$ cat config.mk
export PLATFORM = sky130hd
export DESIGN_NAME = inst_fetch_unit_flat
export DESIGN_NICKNAME = d
export VERILOG_FILES = /design/src/rtl/inst_fetch_unit_if.sv /design/src/rtl/inst_fetch_unit.sv /design/src/flat_wrapper.sv
export SDC_FILE = /design/constraint.sdc
export NUM_CORES = 1
export LEC_CHECK = 0
export CAP_MARGIN = 20
export CORE_AREA = 5 5 113 115
export DETAILED_ROUTE_END_ITERATION = 8
export DIE_AREA = 0 0 118 120
export DONT_BUFFER_PORTS = 1
export SYNTH_ARGS = -nofsm -noshare
export SYNTH_HDL_FRONTEND = slang
export SYNTH_SLANG_ARGS = --single-unit
$ cat constraint.sdc
create_clock -name clk -period 3.5 [get_ports clk]
set_input_delay 1.05 -clock clk [delete_from_list [all_inputs] [get_ports clk]]
set_output_delay 1.05 -clock clk [all_outputs]
set_load 0.02 [all_outputs]
$ cat src/rtl/inst_fetch_unit_if.sv
// Shared types for the fetch path and the instruction-memory bus interface.
// The fetch unit sits on the master side of the bus; memory is the slave.

package sys;
  localparam int ADDR_W = 32;
  typedef logic [ADDR_W-1:0] addr_t;
endpackage

package core;
  localparam int INST_W = 32;
  typedef logic [INST_W-1:0] inst_t;

  typedef struct packed {
    sys::addr_t pc;
    logic       en;
  } inst_fetch_req_t;

  typedef struct packed {
    inst_t inst;
    logic  done;
  } inst_fetch_rsp_t;
endpackage

interface inst_fetch_unit_if #(
  parameter int ADDR_W = 32,
  parameter int INST_W = 32
);
  logic              mem_req_valid;
  logic              mem_req_ready;
  logic [ADDR_W-1:0] mem_req_addr;
  logic              mem_rsp_valid;
  logic [INST_W-1:0] mem_rsp_data;

  modport master (
    output mem_req_valid, mem_req_addr,
    input  mem_req_ready, mem_rsp_valid, mem_rsp_data
  );

  modport slave (
    input  mem_req_valid, mem_req_addr,
    output mem_req_ready, mem_rsp_valid, mem_rsp_data
  );
endinterface

$ cat src/rtl/inst_fetch_unit.sv
// Single-outstanding instruction fetch unit with a one-entry line buffer.
// The buffer holds the last fetched {pc, inst} so done stays high while the
// fetch stage stalls on the same PC. Responses for a PC that is no longer
// requested (redirect or enable drop) are dropped and counted.

module inst_fetch_unit #(
  parameter int ADDR_W = 32,
  parameter int INST_W = 32,
  parameter int CNT_W  = 16
) (
  input  logic                  clk,
  input  logic                  rst_n,
  input  core::inst_fetch_req_t inst_fetch_req,
  output core::inst_fetch_rsp_t inst_fetch_rsp,
  inst_fetch_unit_if.master     bus,
  output logic [CNT_W-1:0]      stale_cnt
);

  typedef enum logic [1:0] {IDLE, REQ, WAIT} state_t;

  state_t            state;
  logic              buf_valid;
  logic [ADDR_W-1:0] buf_pc;
  logic [INST_W-1:0] buf_inst;
  logic [ADDR_W-1:0] req_addr;

  logic hit;
  logic rsp_match;

  // Full-PC compare: an unaligned PC is a distinct key from its aligned word.
  assign hit       = inst_fetch_req.en && buf_valid && (buf_pc == inst_fetch_req.pc);
  assign rsp_match = inst_fetch_req.en && (inst_fetch_req.pc == req_addr);

  // Fetch-stage response is purely a buffer lookup; zero-cycle hit latency.
  assign inst_fetch_rsp.done = hit;
  assign inst_fetch_rsp.inst = hit ? buf_inst : '0;

  // Bus request is a decode of the state register, so it stays stable until
  // the handshake; req_addr is frozen while in REQ.
  assign bus.mem_req_valid = (state == REQ);
  assign bus.mem_req_addr  = (state == REQ) ? {req_addr[ADDR_W-1:2], 2'b00} : '0;

  // Fetch FSM, line buffer and stale counter.
  always_ff @(posedge clk) begin
    if (!rst_n) begin
      state     <= IDLE;
      buf_valid <= 1'b0;
      buf_pc    <= '0;
      buf_inst  <= '0;
      req_addr  <= '0;
      stale_cnt <= '0;
    end else begin
      case (state)
        IDLE: begin
          if (inst_fetch_req.en && !hit) begin
            req_addr <= inst_fetch_req.pc;
            state    <= REQ;
          end
        end
        REQ: begin
          if (bus.mem_req_ready) state <= WAIT;
        end
        WAIT: begin
          if (bus.mem_rsp_valid) begin
            if (rsp_match) begin
              buf_valid <= 1'b1;
              buf_pc    <= req_addr;
              buf_inst  <= bus.mem_rsp_data;
              state     <= IDLE;
            end else begin
              if (stale_cnt != '1) stale_cnt <= stale_cnt + CNT_W'(1);
              if (inst_fetch_req.en) begin
                req_addr <= inst_fetch_req.pc;
                state    <= REQ;
              end else begin
                state    <= IDLE;
              end
            end
          end
        end
        default: state <= IDLE;
      endcase
    end
  end

endmodule

$ cat src/flat_wrapper.sv
// flat-port wrapper written by rule: the top's interface ports become plain ports
module inst_fetch_unit_flat 
#(
  parameter int ADDR_W = 32,
  parameter int INST_W = 32,
  parameter int CNT_W  = 16
)
  (clk, rst_n, inst_fetch_req, inst_fetch_rsp, stale_cnt, bus_mem_req_valid, bus_mem_req_addr, bus_mem_req_ready, bus_mem_rsp_valid, bus_mem_rsp_data);
  inst_fetch_unit_if #(.ADDR_W(ADDR_W), .INST_W(INST_W)) bus_i ();
  input  logic clk;
  input  logic rst_n;
  input  core::inst_fetch_req_t inst_fetch_req;
  output core::inst_fetch_rsp_t inst_fetch_rsp;
  output logic [CNT_W-1:0] stale_cnt;
  output wire logic [$bits(bus_i.mem_req_valid)-1:0] bus_mem_req_valid;
  output wire logic [$bits(bus_i.mem_req_addr)-1:0] bus_mem_req_addr;
  input wire logic [$bits(bus_i.mem_req_ready)-1:0] bus_mem_req_ready;
  input wire logic [$bits(bus_i.mem_rsp_valid)-1:0] bus_mem_rsp_valid;
  input wire logic [$bits(bus_i.mem_rsp_data)-1:0] bus_mem_rsp_data;
  assign bus_mem_req_valid = bus_i.mem_req_valid;
  assign bus_mem_req_addr = bus_i.mem_req_addr;
  assign bus_i.mem_req_ready = bus_mem_req_ready;
  assign bus_i.mem_rsp_valid = bus_mem_rsp_valid;
  assign bus_i.mem_rsp_data = bus_mem_rsp_data;
  inst_fetch_unit #(.ADDR_W(ADDR_W), .INST_W(INST_W), .CNT_W(CNT_W)) u_core (.clk(clk), .rst_n(rst_n), .inst_fetch_req(inst_fetch_req), .inst_fetch_rsp(inst_fetch_rsp), .bus(bus_i), .stale_cnt(stale_cnt));
endmodule
# Word level (Yosys, flattened, before mapping)
# Cells that the tools add are included.
# classes
addsub	1
n_eq_ne	10
n_mux	13
bitwise_logic	1
reduce_logical	11
# op_table
op	n
$mux 32	6
$eq 32x32->1	2
$pmux 32 s2	1
$add 16x1->16 const B	1
$ne 16x16->1 const B	1
$mux 2	4
$ne 2x2->1 const B	3
$pmux 2 s3	1
$reduce_and 3->1	2
$reduce_and 5->1	1
$logic_and 1x1->1	4
$ne 2x1->1 const B	2
$reduce_and 4->1	1
$eq 2x1->1 const B	1
$eq 2x2->1 const B	1
$logic_not 2->1	1
$reduce_bool 2->1	1
$logic_not 1->1	1
$mux 1	1
$not 1->1	1
# totals
register_bits	115
out_inout_bits	82
elab_cells	42

# Logic depth before layout (Yosys ltp)
# depth
ltp_word	6
mapped_depth	8
depth_no_buf	7

# Worst setup path before layout
# No wires, ideal clock.
# synth_path
path_type	input -> output
start	input inst_fetch_req[19] in the netlist's numbering
end	output inst_fetch_rsp[10] in the netlist's numbering
arrival_time_ps	2478
t_required_ps	2450
setup_slack_ps	-28
path_stages	6
cell_sequence	xor2_1 nor4_1 nand4_1 nor4_4 clkbuf_1 and2_1
# synth_rtl
item	line_no	source
start: declaration	flat_wrapper.sv:12	input core::inst_fetch_req_t inst_fetch_req;
end: declaration	flat_wrapper.sv:13	output core::inst_fetch_rsp_t inst_fetch_rsp;

==> results.md <==
* CTS H-tree lvls at 4
* Max-slew violation count at 0
* Die height at about 120 µm
* Final Setup Violations at 32
* Worst slack at placement at -154 ps
* Filler Cell Count at roughly 1100
* DR WL/cell at about 18 µm
* Static Leak at between 2 and 3 nW
* Setup CP Type: input pin to output port
* Sink Count at roughly 120
* GRT Residual Overflow at 0
* CP max FO at 18
* Global-route wire length before repair at 22.7 mm
* Via count at around 4300
* Initial antenna violation count at 0
* Commonest non-fill, non-tap cell in the layout: dfxtp_1
* Data required time of the worst path at roughly 2500 ps
* Post-route ant nets at 0
* Most frequent cells in the layout: dfxtp_1, mux2i_1, nand2_1
* FF+latch count, synth at between 100 and 150
* Number of DRC markers in iteration 0 at 248
* Dominant cells by area after synthesis: dfxtp_1, mux2i_1, xor2_1
* Critical Path Source: inst_fetch_req[5]
* Top cell type by total area after synthesis: dfxtp_1
* Failing checks: setup timing
* Final WS setup at -62.7 ps
* Pre-antenna DRT Iters at 4
* Max frequency at ~280 MHz
* Die area at about 0.014 mm²
* Total track usage at 0.202
* I/O Buffers at 0
* Crit start category: input pin
* Worst-margin pin slew at a little under 700 ps
* CTS root buffer: clkbuf_16
* CTS tree: done
* # DRC at 0
* Die Width at roughly 120 µm
* Rel. slew slack at 0.538
* Cell count after synthesis at between 600 and 700
* Core footprint at about 0.012 mm²
* Clock buffer count from CTS at 17
* Hold Fails Final Rpt at 0
* DR vias/cell at roughly 5.5
* Vias in the first global route at between 4000 and 5000
* Hold Crit Class: flop to flop
* Clk pin slew, worst setup/hold paths at around 50 ps
* Top cell type's share of synthesized area at 0.404
* Row cnt at 40
* Final core utilization at 0.555
* Pwr dens at 492 mW/mm²
* RSZ-0062 raised after global routing: yes
* Routed Wire Length at approximately 14 mm
* Synthesis-to-finish area growth at 14.1%
* Initial Util at 0.486
* Arr. time, crit path at between 2000 and 3000 ps
* Async SR Flop Fraction at 0
* Post-synth cell types at 40
* Synth Area per Inst at about 9 µm²
* R2R Path Start: u_core.buf_pc[4]$_SDFFE_PN0P_
* Tot Pwr at between 0.003 and 0.004 W
* Min-delay src: u_core.buf_valid$_SDFFE_PN0P_
* Worst VDD drop at 0.275 mV
* Nets@finish at roughly 700
* Layout Skew at around 7.5 ps
* Diodes inserted at 0
* Largest net degree at the start of global routing at 84
* Final GP Congestion at approximately 0.78
* Clock Latency Late Sink at about 400 ps
* Crit. End Element: output port
* Prevailing post-synth register cell: dfxtp_1
* Dpl hpwl at between 9 and 10 mm
* Post-route clock period utilization at 1.02
* Seq/Total Area, Yosys at 0.404
* Minimum clock period at 3560 ps
* CTS Buffer Depth at 2
* Io pins at approximately 150
* Max Cap Viol at 0
* Post-synth EDFFs at 0
* YS warnings at 0
* Outcome: finished, violations left
* Fraction of layout cells with a size suffix above 1 at 0.130
* Synthesized area at roughly 0.0057 mm²
-- through the flow --
step           instances  area [µm²]  hold WS (ps)  TNS, ps
3_3_place_gp         751        5820           452    -3660
4_1_cts              785        6500           479     -948
6_report             785        6500           483    -1780
5_1_grt              785        6500           524    -3610
3_5_place_dp         751        5820           467    -3790
2_1_floorplan        632        5730           440        0
-- sequential cells by signal (all words and copies together) (netlist names) --
| name | count |
|---|---|
| u_core.stale_cnt | 16 |
| u_core.state | 2 |
| u_core.buf_valid | 1 |
| u_core.buf_pc | 32 |
| u_core.buf_inst | 32 |
| u_core.req_addr | 32 |
-- cell families (layout without fill, tap and decap cells) --
| group | Yosys count | in the layout | synth area share |
|---|---|---|---|
| and+or+nand+nor | 281 | 281 | 0.245 |
| DFF | 115 | 115 | 0.404 |
| muxes | 104 | 104 | 0.183 |
| xor gates and xnor gates | 64 | 64 | 0.0984 |
| buffers and inverters | 44 | 50 | 0.0433 |
| AOI/OAI and AO/OA | 21 | 21 | 0.0239 |
| adders and majority gates | 1 | 1 | 0.00220 |
| other | 1 | 2 | 0.000658 |
-- critical path: stages --
cell     delay (ps)
xor2_1          140
nor4_2          330
nand2_1         180
nor4_4          300
buf_6           170
buf_12          150
and2_4          190
-- layer usage --
layer | vias to the layer above | part of all wire | track usage
li1 | 2084 | - | -
met1 | 2057 | 0.45 | 0.258
met2 | 121 | 0.46 | 0.309
met3 | 20 | 0.071 | 0.0759
met4 | 0 | 0.015 | 0.0753
met5 | - | 0 | 0
-- cell usage after synthesis, types with 4 or more instances --
master	n
inv_1	4
xnor2_1	4
a21oi_1	8
mux2i_1	104
nor2_1	71
or4_1	5
xor2_1	60
nor4_1	18
and2_1	64
buf_4	9
nand4_1	6
o31ai_1	4
dfxtp_1	115
nand3_1	7
clkbuf_1	21
nand2_1	83
nand2b_1	8
buf_2	5
nor3_1	5
-- worst paths after layout --
check	endpoint	slack, ps	cells past startpoint
worst min register to register	u_core.buf_valid$_SDFFE_PN0P_	480	2
worst max-delay path	inst_fetch_rsp[32]	-60	7
worst max register to register	u_core.req_addr[0]$_SDFFE_PN0P_	1040	10
worst min-delay path	u_core.buf_valid$_SDFFE_PN0P_	480	2
-- where the power goes --
group | internal (W) | switching, W
registers | 0.00134 | 0.0000344
clock network | 0.00103 | 0.000583
logic | 0.0000849 | 0.000125
-- repair_timing --
item	CTS	global route
hold buffers	0	0
gates cloned	1	0
setup buffers	2	0
endpoints found under the setup margin	33	33
resized for setup	49	1
pin swaps	30	2
-- final cells by class --
type | count | area (µm²) | share of cell area
Multi-Input combinational cell | 473 | 3260 | 0.501
Inverter | 5 | 18.8 | 0.00289
Tap cell | 147 | 184 | 0.0283
Clock buffer | 28 | 537 | 0.0826
Timing Repair Buffer | 14 | 183 | 0.0281
Sequential cell | 115 | 2300 | 0.354
Clock inverter | 3 | 17.5 | 0.00269
(Power assumes the default switching activity.)
